### config.mk
export PLATFORM = sky130hd
export DESIGN_NAME = servo_ramp_controller_flat
export DESIGN_NICKNAME = d
export VERILOG_FILES = /design/src/rtl/servo_ramp_controller_if.sv /design/src/rtl/servo_ramp_controller.sv /design/src/flat_wrapper.sv
export SDC_FILE = /design/constraint.sdc
export NUM_CORES = 1
export LEC_CHECK = 0
export ABC_CLOCK_PERIOD_IN_PS = 14500
export CAP_MARGIN = 20
export CORE_ASPECT_RATIO = 0.7
export CORE_MARGIN = 3
export CORE_UTILIZATION = 35
export DETAILED_ROUTE_END_ITERATION = 16
export DONT_BUFFER_PORTS = 1
export PLACE_DENSITY = 0.57
export SLEW_MARGIN = 15
export SYNTH_ARGS = -nofsm -noshare
export SYNTH_HDL_FRONTEND = slang
export SYNTH_SLANG_ARGS = --single-unit
### constraint.sdc
create_clock -name clock -period 14.5 [get_ports clock]
set_clock_uncertainty 0.2 [all_clocks]
set_input_delay 0.725 -clock clock [delete_from_list [all_inputs] [get_ports clock]]
set_output_delay 0.725 -clock clock [all_outputs]
set_load 0.005 [all_outputs]
### src/rtl/servo_ramp_controller_if.sv
// Servo ramp controller bus: shared position word, per-channel load strobes,
// and the registered PWM / frame / settled outputs.
interface servo_ramp_controller_if #(
   parameter int CHANNELS = 4,
   parameter int DUTY_W   = 8
);
   logic [DUTY_W-1:0]   duty;
   logic [CHANNELS-1:0] latch;
   logic [CHANNELS-1:0] PWMOut;
   logic                frame_tick;
   logic [CHANNELS-1:0] settled;

   modport master (
      output duty,
      output latch,
      input  PWMOut,
      input  frame_tick,
      input  settled
   );

   modport slave (
      input  duty,
      input  latch,
      output PWMOut,
      output frame_tick,
      output settled
   );
endinterface

### src/rtl/servo_ramp_controller.sv
// Multi-channel servo PWM generator with per-frame position slewing.
// Each channel holds a target (loaded by its latch strobe) and a position that
// moves toward the target once per frame; the pulse width for a frame is
// MIN_CLKS + position*UNIT_CLKS, fixed at the frame boundary.
// Build option: define SERVO_RAMP_EN to limit the position change to STEP per
// frame; without it the position jumps straight to the target each frame.
module servo_ramp_controller #(
   parameter int CHANNELS   = 4,
   parameter int DUTY_W     = 8,
   parameter int FRAME_CLKS = 1_000_000,
   parameter int MIN_CLKS   = 50_000,
   parameter int UNIT_CLKS  = 195,
   parameter int STEP       = 4,
   parameter int RESET_POS  = 128
) (
   input  logic                   clock,
   input  logic                   reset,
   servo_ramp_controller_if.slave bus
);

   localparam int CNT_W = (FRAME_CLKS > 1) ? $clog2(FRAME_CLKS) : 1;
   localparam logic [CNT_W-1:0] CNT_LAST = CNT_W'(FRAME_CLKS - 1);
   localparam longint MAX_THR = longint'(MIN_CLKS)
                              + ((longint'(1) << DUTY_W) - 1) * longint'(UNIT_CLKS);
   localparam logic [DUTY_W-1:0] POS_RST = DUTY_W'(RESET_POS);
   localparam logic [CNT_W-1:0]  THR_RST = CNT_W'(longint'(MIN_CLKS)
                                         + longint'(RESET_POS) * longint'(UNIT_CLKS));

   // The longest pulse must leave at least one low cycle in the frame.
   if ((MAX_THR >= longint'(FRAME_CLKS)) || (STEP == 0)) begin : g_bad_params
      $error("servo_ramp_controller: pulse range exceeds frame or STEP is zero");
   end

   logic [CNT_W-1:0]    cnt_q, cnt_d;
   logic                restart_q;
   logic                wrap;
   logic                frame_tick_q, frame_tick_d;
   logic [CHANNELS-1:0] pwm_q, pwm_d;
   logic [CHANNELS-1:0] settled_q, settled_d;
   logic [DUTY_W-1:0]   pos_q [CHANNELS];
   logic [DUTY_W-1:0]   pos_d [CHANNELS];
   logic [DUTY_W-1:0]   tgt_q [CHANNELS];
   logic [DUTY_W-1:0]   tgt_d [CHANNELS];
   logic [CNT_W-1:0]    thr_q [CHANNELS];
   logic [CNT_W-1:0]    thr_d [CHANNELS];

   // Pulse length for a position; the result always fits CNT_W bits because
   // the largest threshold is checked to be below FRAME_CLKS.
   function automatic logic [CNT_W-1:0] calc_thr(input logic [DUTY_W-1:0] p);
      return CNT_W'(MIN_CLKS) + CNT_W'(p) * CNT_W'(UNIT_CLKS);
   endfunction

`ifdef SERVO_RAMP_EN
   // One slew step toward the target, landing exactly on it when close enough.
   function automatic logic [DUTY_W-1:0] next_pos(input logic [DUTY_W-1:0] p,
                                                  input logic [DUTY_W-1:0] t);
      int diff;
      diff = int'(t) - int'(p);
      if (diff > STEP)
         return p + DUTY_W'(STEP);
      else if (diff < -STEP)
         return p - DUTY_W'(STEP);
      else
         return t;
   endfunction
`endif

   // Next-state: frame counter, target loads, boundary position/threshold update, outputs.
   always_comb begin
      wrap  = 1'b0;
      cnt_d = cnt_q;
      // The edge that releases reset starts a fresh frame at count 0.
      if (restart_q) begin
         cnt_d = '0;
      end else if (cnt_q == CNT_LAST) begin
         cnt_d = '0;
         wrap  = 1'b1;
      end else begin
         cnt_d = cnt_q + CNT_W'(1);
      end

      frame_tick_d = (cnt_d == '0);

      for (int i = 0; i < CHANNELS; i++) begin
         tgt_d[i] = bus.latch[i] ? bus.duty : tgt_q[i];
         // Boundary update reads tgt_q, so a latch on the wrap edge waits a frame.
`ifdef SERVO_RAMP_EN
         pos_d[i] = wrap ? next_pos(pos_q[i], tgt_q[i]) : pos_q[i];
`else
         pos_d[i] = wrap ? tgt_q[i] : pos_q[i];
`endif
         thr_d[i]     = wrap ? calc_thr(pos_d[i]) : thr_q[i];
         pwm_d[i]     = (cnt_d < thr_d[i]);
         settled_d[i] = (pos_d[i] == tgt_d[i]);
      end
   end

   // State registers with synchronous reset to the centred rest position.
   always_ff @(posedge clock) begin
      if (reset) begin
         restart_q    <= 1'b1;
         cnt_q        <= '0;
         frame_tick_q <= 1'b0;
         pwm_q        <= '0;
         settled_q    <= '1;
         for (int i = 0; i < CHANNELS; i++) begin
            pos_q[i] <= POS_RST;
            tgt_q[i] <= POS_RST;
            thr_q[i] <= THR_RST;
         end
      end else begin
         restart_q    <= 1'b0;
         cnt_q        <= cnt_d;
         frame_tick_q <= frame_tick_d;
         pwm_q        <= pwm_d;
         settled_q    <= settled_d;
         for (int i = 0; i < CHANNELS; i++) begin
            pos_q[i] <= pos_d[i];
            tgt_q[i] <= tgt_d[i];
            thr_q[i] <= thr_d[i];
         end
      end
   end

   assign bus.PWMOut     = pwm_q;
   assign bus.frame_tick = frame_tick_q;
   assign bus.settled    = settled_q;

endmodule

### src/flat_wrapper.sv
// flat-port wrapper written by rule: the top's interface ports become plain ports
module servo_ramp_controller_flat 
#(
   parameter int CHANNELS   = 4,
   parameter int DUTY_W     = 8,
   parameter int FRAME_CLKS = 1_000_000,
   parameter int MIN_CLKS   = 50_000,
   parameter int UNIT_CLKS  = 195,
   parameter int STEP       = 4,
   parameter int RESET_POS  = 128
)
  (clock, reset, bus_duty, bus_latch, bus_PWMOut, bus_frame_tick, bus_settled);
  servo_ramp_controller_if #(.CHANNELS(CHANNELS), .DUTY_W(DUTY_W)) bus_i ();
  input  logic clock;
  input  logic reset;
  input wire logic [$bits(bus_i.duty)-1:0] bus_duty;
  input wire logic [$bits(bus_i.latch)-1:0] bus_latch;
  output wire logic [$bits(bus_i.PWMOut)-1:0] bus_PWMOut;
  output wire logic [$bits(bus_i.frame_tick)-1:0] bus_frame_tick;
  output wire logic [$bits(bus_i.settled)-1:0] bus_settled;
  assign bus_i.duty = bus_duty;
  assign bus_i.latch = bus_latch;
  assign bus_PWMOut = bus_i.PWMOut;
  assign bus_frame_tick = bus_i.frame_tick;
  assign bus_settled = bus_i.settled;
  servo_ramp_controller #(.CHANNELS(CHANNELS), .DUTY_W(DUTY_W), .FRAME_CLKS(FRAME_CLKS), .MIN_CLKS(MIN_CLKS), .UNIT_CLKS(UNIT_CLKS), .STEP(STEP), .RESET_POS(RESET_POS)) u_core (.clock(clock), .reset(reset), .bus(bus_i));
endmodule
==> results.toml, run 1 <==
[cts]
clk_latency_ns = 0.45
cts_setup_buffers = 0
clock-root-buffer = "clkbuf_16"
ctsLongestPathBuffers = 2
cts-resized-gates = 0
htreeDepth = 4
cts_tree = "done"
hold_buffers = 0
cts_sinks = 174
cts_buffers = 17
clk_pin_slew_ns = 0.07

[route]
first_pass_iters = 5
vias = 11800
avgRoutedWirePerCell_um = 18.4
drt_iter0_drc = 828
wl_um = 40000
vias_per_cell = 5.44
drc = 0
ant_nets = 0

[timing]
slew_headroom = 0.399
tns_ns = 0
post-route-period-util = 0.588
hold_viol_final = 0
worstMarginPinSlew_ns = 0.898
timing.fmax_mhz = 117
post-route-min-period_ns = 8.52
slew_viol_final = 0
rsz0062_at_grt = "no"
setup_viol = 0

[power]
ir_worst_vdd_mv = 0.0862
p_sw_mw = 0.242
switching_share = 0.233
p_clk_frac = 0.475
powerDensity_nw_per_um2 = 67.7
p_leak_nw = 7.38
intPower_mw = 0.798
pwr-share-comb = 0.050
seq_power_share = 0.475

[worst_setup_path]
r2r_slack_ns = 5.98
worstPathRequired_ns = 14.63
path_common_cell = "ha_1"
worstSetupPathType = "reg -> reg"
cp_slowest_stage_delay_ns = 0.87
path_buf_inv = 5
slowest_stage = "or4_1"
r2r-start = "u_core.cnt_q[0]$_SDFF_PP0_"
rr_worst_depth = 28
path_delay_family = "simple AND/OR/NAND/NOR gates"
critPathArrivalTime_ns = 8.65
startpoint_type = "register"
crit_fanout = 18
reg2reg_to = "u_core.bus.PWMOut[3]$_SDFF_PP0_"
critPathCaptureType = "register"

[logic_synthesis]
synth-simple-area-share = 0.154
synth_compound_area_frac = 0.169
synth_top_area_share = 0.244
ys_warn_count = 0
synth_cell_types = 70
synth_xor_area_frac = 0.0527
syn_inst = 1675
synth_flop_cell = "dfxtp_1"
synth_mux_area_frac = 0.0561
synth-edff-count = 0
synth_top_family_by_area = "adder cells"
synth-seq-cells = 174
synth-adder-area-share = 0.270
synthArstFlopShare = 0
syn_area_per_cell_um2 = 8.53
yosysTopAreaCell = "dfxtp_1"
netlist_area_um2 = 14300
ys_seq_area_frac = 0.244
syn_nets = 1983
yosys-top-cells-area = "dfxtp_1, ha_1, mux2i_1"

[place]
placed_cell_area_um2 = 14700
gp_congestion = 0.892
port_buffers = 0
place_hpwl_um = 30200
place_inst = 2142

[layout]
antenna_cells = 0
drive_gt1_frac = 0.0348
fin_cells = 2174
final_cell_area_um2 = 15400
area_growth_pct = 7.54
fin_nets = 1934

[min_path]
whs_path_depth = 1
worstHoldPathType = "in -> reg"
hold_end = "u_core.cnt_q[12]$_SDFF_PP0_"
min_from = "reset"

[run]
max_cap_violations = 0

[grt]
grtUsageTotal = 0.186
grt_pass1_wl_um = 62900
grt_pass1_vias = 11000
antenna_found_initial = 0
grt_overflow = 0
grt_start_max_net_pins = 133

[status]
status = "finished, final reports clean"

[floorplan]
coreArea_um2 = 40000
dieHeight_um = 175
dieArea_um2 = 43300
num_rows = 61
initial_utilization = 0.357
die_x_um = 248
io_pins = 23
registers in the layout, summed over array words and instances (netlist names):
signal	flops
u_core.tgt_q	32
u_core.bus.frame_tick	1
u_core.cnt_q	20
u_core.pos_q	32
u_core.bus.PWMOut	4
u_core.restart_q	1
u_core.bus.settled	4
u_core.thr_q	80
layer usage:
| layer | share of wire | wire [um] | GRT usage |
|---|---|---|---|
| met4 | 0.0085 | 339 | 0.0347 |
| met3 | 0.063 | 2540 | 0.0319 |
| met5 | 0 | 0 | 0 |
| met1 | 0.54 | 21600 | 0.300 |
| met2 | 0.39 | 15500 | 0.253 |
cell type report:
class	count	area, um2
clock inverter	10	135
tap	535	669
multi-input combinational	1304	10100
timing repair buffer	10	75.1
inverter	119	447
clock buffer	22	484
fill	4073	24600
sequential	174	3480
worst max-delay path by stage:
stage	to	cells after the start	slack, ns	startpoint
3_3_place_gp	u_core.bus.PWMOut[3]$_SDFF_PP0_	28	6.35	u_core.cnt_q[0]$_SDFF_PP0_
6_report	u_core.bus.PWMOut[3]$_SDFF_PP0_	28	5.98	u_core.cnt_q[0]$_SDFF_PP0_
5_1_grt	u_core.bus.PWMOut[3]$_SDFF_PP0_	28	5.48	u_core.cnt_q[0]$_SDFF_PP0_
2_1_floorplan	u_core.bus.PWMOut[3]$_SDFF_PP0_	29	7.40	u_core.cnt_q[0]$_SDFF_PP0_
4_1_cts	u_core.bus.PWMOut[3]$_SDFF_PP0_	28	5.99	u_core.cnt_q[0]$_SDFF_PP0_
3_5_place_dp	u_core.bus.PWMOut[3]$_SDFF_PP0_	28	6.02	u_core.cnt_q[0]$_SDFF_PP0_
through the flow:
stage	util	worst slack, ns	power (mW)	hold WS (ns)
3_3_place_gp	0.369	6.35	0.555	0.233
6_report	0.384	5.98	1.04	0.177
2_1_floorplan	-	7.40	0.555	0.224
3_5_place_dp	0.369	6.02	0.556	0.239
4_1_cts	0.384	5.99	1.05	0.132
5_1_grt	0.384	5.48	1.07	0.147
cell usage in the layout, fill, tap and decap left out, types with 37 or more instances in the layout:
master | synthesis | layout
ha_1 | 270 | 270
nor2_1 | 201 | 200
dfxtp_1 | 174 | 174
a21oi_1 | 127 | 127
inv_1 | 118 | 118
nand2_1 | 112 | 112
mux2i_1 | 79 | 79
xnor2_1 | 49 | 49
nor3_1 | 44 | 44
xor2_1 | 37 | 37
logic make-up after synthesis:
logic type,after synthesis
adder cells (fa/ha/maj),294
multiplexers,80
buffers and inverters,197
flip-flops,174
AND/OR/NAND/NOR,483
XOR/XNOR,86
AO/OA/AOI/OAI,361
power by group through the flow:
stage | Clock, mW | Sequential [mW] | Combinational, mW
finish | 0.495 | 0.494 | 0.0519
global route | 0.522 | 0.494 | 0.0578
CTS | 0.504 | 0.494 | 0.0516
detailed placement | 0 | 0.505 | 0.0511
global placement | 0 | 0.504 | 0.0503
floorplan | 0 | 0.501 | 0.0546
synth_stat cells (11+ instances only):
cell / n
nand3_1: 21
mux2i_1: 79
a21oi_1: 127
nor2_1: 201
o22ai_1: 14
fa_1: 24
clkbuf_1: 58
nor3_1: 44
a31oi_1: 18
nand2_1: 112
dfxtp_1: 174
nor2b_1: 22
a211oi_1: 20
o22a_1: 11
o21ai_0: 34
xor2_1: 37
a21o_1: 27
o21a_1: 18
inv_1: 118
xnor2_1: 49
ha_1: 270
nand4_1: 19
and2_1: 16
(Power assumes the default switching activity.)
==> inputs of run 2 (changes only) <==
--- a/config.mk
+++ b/config.mk
@@ -5,14 +5,15 @@
 export SDC_FILE = /design/constraint.sdc
 export NUM_CORES = 1
 export LEC_CHECK = 0
-export ABC_CLOCK_PERIOD_IN_PS = 14500
+export ABC_AREA = 1
+export ABC_CLOCK_PERIOD_IN_PS = 7400
 export CAP_MARGIN = 20
 export CORE_ASPECT_RATIO = 0.7
 export CORE_MARGIN = 3
 export CORE_UTILIZATION = 35
 export DETAILED_ROUTE_END_ITERATION = 16
 export DONT_BUFFER_PORTS = 1
-export PLACE_DENSITY = 0.57
+export PLACE_DENSITY = 0.59
 export SLEW_MARGIN = 15
 export SYNTH_ARGS = -nofsm -noshare
 export SYNTH_HDL_FRONTEND = slang
==> constraint.sdc (replaced) <==
create_clock -name clock -period 7.4 [get_ports clock]
set_clock_uncertainty 0.2 [all_clocks]
set_input_delay 0.37 -clock clock [delete_from_list [all_inputs] [get_ports clock]]
set_output_delay 0.37 -clock clock [all_outputs]
set_load 0.005 [all_outputs]
==> results.toml, run 2 <==
[cts]
ctsLongestPathBuffers = 2
clk_latency_ns = 0.46
clk_pin_slew_ns = 0.08
cts_tree = "done"
htreeDepth = 4
clock-root-buffer = "clkbuf_16"
cts_buffers = 17
cts-resized-gates = 0
cts_sinks = 174

[logic_synthesis]
synth-edff-count = 0
synth-seq-cells = 174
ys_seq_area_frac = 0.250
yosysTopAreaCell = "dfxtp_1"
synthArstFlopShare = 0
synth_flop_cell = "dfxtp_1"
syn_nets = 2220
synth_cell_types = 50
yosys-top-cells-area = "dfxtp_1, ha_1, nand2_1"
synth_top_area_share = 0.250
netlist_area_um2 = 14000
syn_area_per_cell_um2 = 7.30
syn_inst = 1912
ys_warn_count = 0
yosysMostFrequentCell = "nand2_1"
netlist_top_cells_count = "nand2_1, inv_1, ha_1"

[layout]
layout_commonest_cell = "nand2_1"
num-fill-cells = 4084
area_growth_pct = 9.39
largest_register_ffs = 80
reg_top3 = "u_core.thr_q: 80 flops, u_core.pos_q: 32 flops, u_core.tgt_q: 32 flops"
drive_gt1_frac = 0.0424
multi_input_area_um2 = 9190
fin_cells = 2460
regMostFlops = "u_core.thr_q"
layout_common_cells = "nand2_1, inv_1, ha_1"
antenna_cells = 0
register_area_um2 = 3480
fin_nets = 2228

[place]
port_buffers = 0
place_inst = 2411
place_hpwl_um = 31200
gp_congestion = 0.882

[power]
switching_share = 0.267
ir_worst_vdd_mv = 0.183
intPower_mw = 1.44
pwr-share-comb = 0.056
p_clk_frac = 0.457
seq_power_share = 0.488
p_sw_mw = 0.525
powerDensity_nw_per_um2 = 129
p_leak_nw = 8.15

[route]
vias_per_cell = 4.96
avgRoutedWirePerCell_um = 16.6
wl_um = 40800
drc = 0
drt_iter0_drc = 871
first_pass_iters = 5
vias = 12200
ant_nets = 0

[floorplan]
dieArea_um2 = 42400
die_x_um = 245
io_pins = 23
num_rows = 60
initial_utilization = 0.359
dieHeight_um = 173
coreArea_um2 = 38900

[worst_setup_path]
startpoint = "u_core.cnt_q[0]$_SDFF_PP0_"
r2r-start = "u_core.cnt_q[0]$_SDFF_PP0_"
crit_fanout = 27
worstPathRequired_ns = 7.58
path_common_cell = "ha_1"
slowest_stage = "fa_1"
critPathCaptureType = "register"
cp_slowest_stage_delay_ns = 0.51
worstSetupPathType = "reg -> reg"
startpoint_type = "register"
critPathArrivalTime_ns = 6.99

[timing]
worstMarginPinSlew_ns = 1.03
slew_viol_final = 0
timing.fmax_mhz = 147
holdWs_ns = 0.0150
rsz0062_at_grt = "no"
setup_viol = 0
post-route-min-period_ns = 6.82
post-route-period-util = 0.921
slew_headroom = 0.309
tns_ns = 0
hold_viol_final = 0

[run]
max_cap_violations = 0

[grt]
grt_pass1_wl_um = 64500
antenna_found_initial = 0
grt_overflow = 0
grtUsageTotal = 0.194
grt_pass1_vias = 11400
grt_start_max_net_pins = 136

[status]
status = "finished, final reports clean"

[min_path]
min_from = "bus_latch[3]"
worstHoldPathType = "in -> reg"
-- run 2: worst paths after layout --
| path | endpoint | slack [ns] | cells after the start |
|---|---|---|---|
| setup / recovery | u_core.bus.PWMOut[3]$_SDFF_PP0_ | 0.58 | 29 |
| hold / removal | u_core.tgt_q[0][27]$_SDFF_PP0_ | 0.01 | 4 |
| setup reg to reg | u_core.bus.PWMOut[3]$_SDFF_PP0_ | 0.58 | 29 |
| hold reg to reg | u_core.thr_q[1][19]$_SDFF_PP0_ | 0.26 | 2 |
-- run 2: area by class of cell --
cell class,count,area share
clock buffer,20,0.0299
sequential,174,0.228
inverter,283,0.0696
tap,527,0.0432
multi-input combinational,1411,0.602
clock inverter,12,0.00655
timing repair buffer,33,0.0211
-- run 2: through the flow --
step | total power, mW | instance area (um2) | setup slack, ns | utilization
after floorplan | 1.05 | 14000 | 1.99 | -
after global placement | 1.06 | 14500 | 0.706 | 0.374
after detailed placement | 1.06 | 14500 | 0.670 | 0.374
after CTS | 1.97 | 15300 | 0.640 | 0.392
after global routing | 2.03 | 15300 | 0.0851 | 0.393
final | 1.96 | 15300 | 0.585 | 0.393
-- run 2: cells by family after synthesis --
kind of cell,share of synthesized area
AO/OA/AOI/OAI,0.0915
adder cells (fa/ha/maj),0.276
XOR/XNOR,0.0188
flip-flops,0.250
buffers and inverters,0.0930
multiplexers,0.0230
AND/OR/NAND/NOR,0.248
-- run 2: critical path: cells and delay by family (launching register included) --
family                   cells  cell delay, ns
buffers and inverters        5            0.72
adder cells (fa/ha/maj)      7            2.29
flip-flops                   1            0.35
multiplexers                 1            0.28
AO/OA/AOI/OAI                8            1.34
AND/OR/NAND/NOR              7            1.34
XOR/XNOR                     1            0.17
-- run 2: power groups by stage --
stage          clock network [mW]  logic (mW)  registers [mW]
4_1_cts                     0.908       0.107           0.958
5_1_grt                     0.948       0.123           0.959
6_report                    0.897       0.109           0.958
2_1_floorplan                   0      0.0698           0.976
3_5_place_dp                    0      0.0781           0.980
3_3_place_gp                    0      0.0755           0.980
-- run 2: repair_timing --
action                                 in CTS  in global routing
buffers inserted                            0                  0
hold buffers                               16                  0
setup endpoints to repair                   0                  0
endpoints found under the hold margin     139                  0
-- run 2: routing by layer --
metal | wire (um) | vias to the layer above | global-route usage
met5 | 0 | - | 0
met3 | 2000 | 35 | 0.0326
li1 | - | 6223 | -
met4 | 471 | 0 | 0.0361
met2 | 15100 | 266 | 0.259
met1 | 23200 | 5666 | 0.319
==> inputs of run 3 (changes only) <==
--- a/config.mk
+++ b/config.mk
@@ -6,14 +6,14 @@
 export NUM_CORES = 1
 export LEC_CHECK = 0
 export ABC_AREA = 1
-export ABC_CLOCK_PERIOD_IN_PS = 7400
+export ABC_CLOCK_PERIOD_IN_PS = 8550
 export CAP_MARGIN = 20
 export CORE_ASPECT_RATIO = 0.7
 export CORE_MARGIN = 3
 export CORE_UTILIZATION = 35
 export DETAILED_ROUTE_END_ITERATION = 16
 export DONT_BUFFER_PORTS = 1
-export PLACE_DENSITY = 0.59
+export PLACE_DENSITY = 0.57
 export SLEW_MARGIN = 15
 export SYNTH_ARGS = -nofsm -noshare
 export SYNTH_HDL_FRONTEND = slang
==> constraint.sdc (replaced) <==
create_clock -name clock -period 8.55 [get_ports clock]
set_clock_uncertainty 0.2 [all_clocks]
set_input_delay 0.4275 -clock clock [delete_from_list [all_inputs] [get_ports clock]]
set_output_delay 0.4275 -clock clock [all_outputs]
set_load 0.005 [all_outputs]
==> results.toml, run 3 (synthesized netlist as in run 2, its figures left out) <==
[grt]
antenna_found_initial = 0
grtUsageTotal = 0.191
grt_pass1_vias = 11400
grt_start_max_net_pins = 135
grt_pass1_wl_um = 64000
grt_overflow = 0

[cts]
cts_tree = "done"
cts_buffers = 17
ctsLongestPathBuffers = 2
clk_pin_slew_ns = 0.07
cts_sinks = 174
htreeDepth = 4
clock-root-buffer = "clkbuf_16"
clk_latency_ns = 0.45
cts_setup_buffers = 0

[layout]
layout_commonest_cell = "nand2_1"
fin_cells = 2436
antenna_cells = 0
fin_nets = 2204
drive_gt1_frac = 0.0356
fin_util = 0.390
largest_register_ffs = 80
layout_common_cells = "nand2_1, inv_1, ha_1"
area_growth_pct = 8.51
reg_top3 = "u_core.thr_q: 80 flops, u_core.pos_q: 32 flops, u_core.tgt_q: 32 flops"
regMostFlops = "u_core.thr_q"

[worst_setup_path]
slowest_stage = "fa_1"
critPathCaptureType = "register"
worstSetupPathType = "reg -> reg"
crit_fanout = 15
cp_slowest_stage_delay_ns = 0.57
startpoint_type = "register"
worstPathRequired_ns = 8.68
critPathArrivalTime_ns = 7.07

[timing]
rsz0062_at_grt = "no"
timing.fmax_mhz = 144
worstMarginPinSlew_ns = 0.929
slew_headroom = 0.379
slew_viol_final = 0
post-route-min-period_ns = 6.94
hold_viol_final = 0
tns_ns = 0
setup_viol = 0
post-route-period-util = 0.812

[min_path]
worstHoldPathType = "in -> reg"

[route]
first_pass_iters = 7
vias_per_cell = 4.91
wl_um = 40200
avgRoutedWirePerCell_um = 16.5
ant_nets = 0
drt_iter0_drc = 937
drc = 0
vias = 12000

[power]
powerDensity_nw_per_um2 = 119
ir_worst_vdd_mv = 0.146
totalPowerFinal_mw = 1.80
p_leak_nw = 8.09

[floorplan]
dieArea_um2 = 42400
io_pins = 23
dieHeight_um = 173
die_x_um = 245
num_rows = 60
coreArea_um2 = 38900
initial_utilization = 0.359

[place]
place_inst = 2401
port_buffers = 0
gp_congestion = 0.866
place_hpwl_um = 30800

[run]
max_cap_violations = 0

[status]
status = "finished, final reports clean"
[run 3: layout make-up]
cell class / instances / area [um2]
clock inverter: 9 / 181
multi-input combinational: 1411 / 9190
fill: 4177 / 23700
sequential: 174 / 3480
clock buffer: 23 / 468
timing repair buffer: 9 / 105
tap: 527 / 659
inverter: 283 / 1060
[run 3: worst max-delay path, delay by kind of cell, from the launching register on]
family	cells	cell delay, ns
buf+inv	6	0.81
simple gates	13	2.24
compound gates	4	0.74
fa+ha+maj	7	2.43
flops	1	0.36
[run 3: metrics by stage]
| step | area, um2 | worst slack, ns | hold WS (ns) |
|---|---|---|---|
| 6_report | 15100 | 1.61 | 0.0254 |
| 5_1_grt | 15100 | 1.15 | 0.0210 |
| 4_1_cts | 15100 | 1.62 | 0.00284 |
| 3_5_place_dp | 14500 | 1.66 | 0.241 |
| 3_3_place_gp | 14500 | 1.82 | 0.235 |
| 2_1_floorplan | 14000 | 3.14 | 0.225 |
[run 3: worst paths after layout]
path / start / end / slack (ns) / cells after the start
hold / removal: bus_latch[3] / u_core.tgt_q[0][27]$_SDFF_PP0_ / 0.03 / 3
hold reg to reg: u_core.thr_q[0][10]$_SDFF_PP1_ / u_core.thr_q[0][10]$_SDFF_PP1_ / 0.26 / 2
setup / recovery: u_core.cnt_q[0]$_SDFF_PP0_ / u_core.bus.PWMOut[0]$_SDFF_PP0_ / 1.61 / 30
setup reg to reg: u_core.cnt_q[0]$_SDFF_PP0_ / u_core.bus.PWMOut[0]$_SDFF_PP0_ / 1.61 / 30
[run 3: layer usage]
layer,wire length [um],track usage
met5,0,0
met4,318,0.0320
met3,2140,0.0324
met2,15500,0.267
met1,22200,0.305
[run 3: report_power, final]
part | internal [mW] | total, mW | switching (mW)
clock network | 0.537 | 0.891 | 0.355
registers | 0.822 | 0.829 | 0.00730
logic | 0.0236 | 0.0811 | 0.0574
[run 3: repair_timing]
| action | CTS | global route |
|---|---|---|
| endpoints found under the hold margin | 134 | 0 |
| resized for setup | 0 | 0 |
| hold buffers | 3 | 0 |
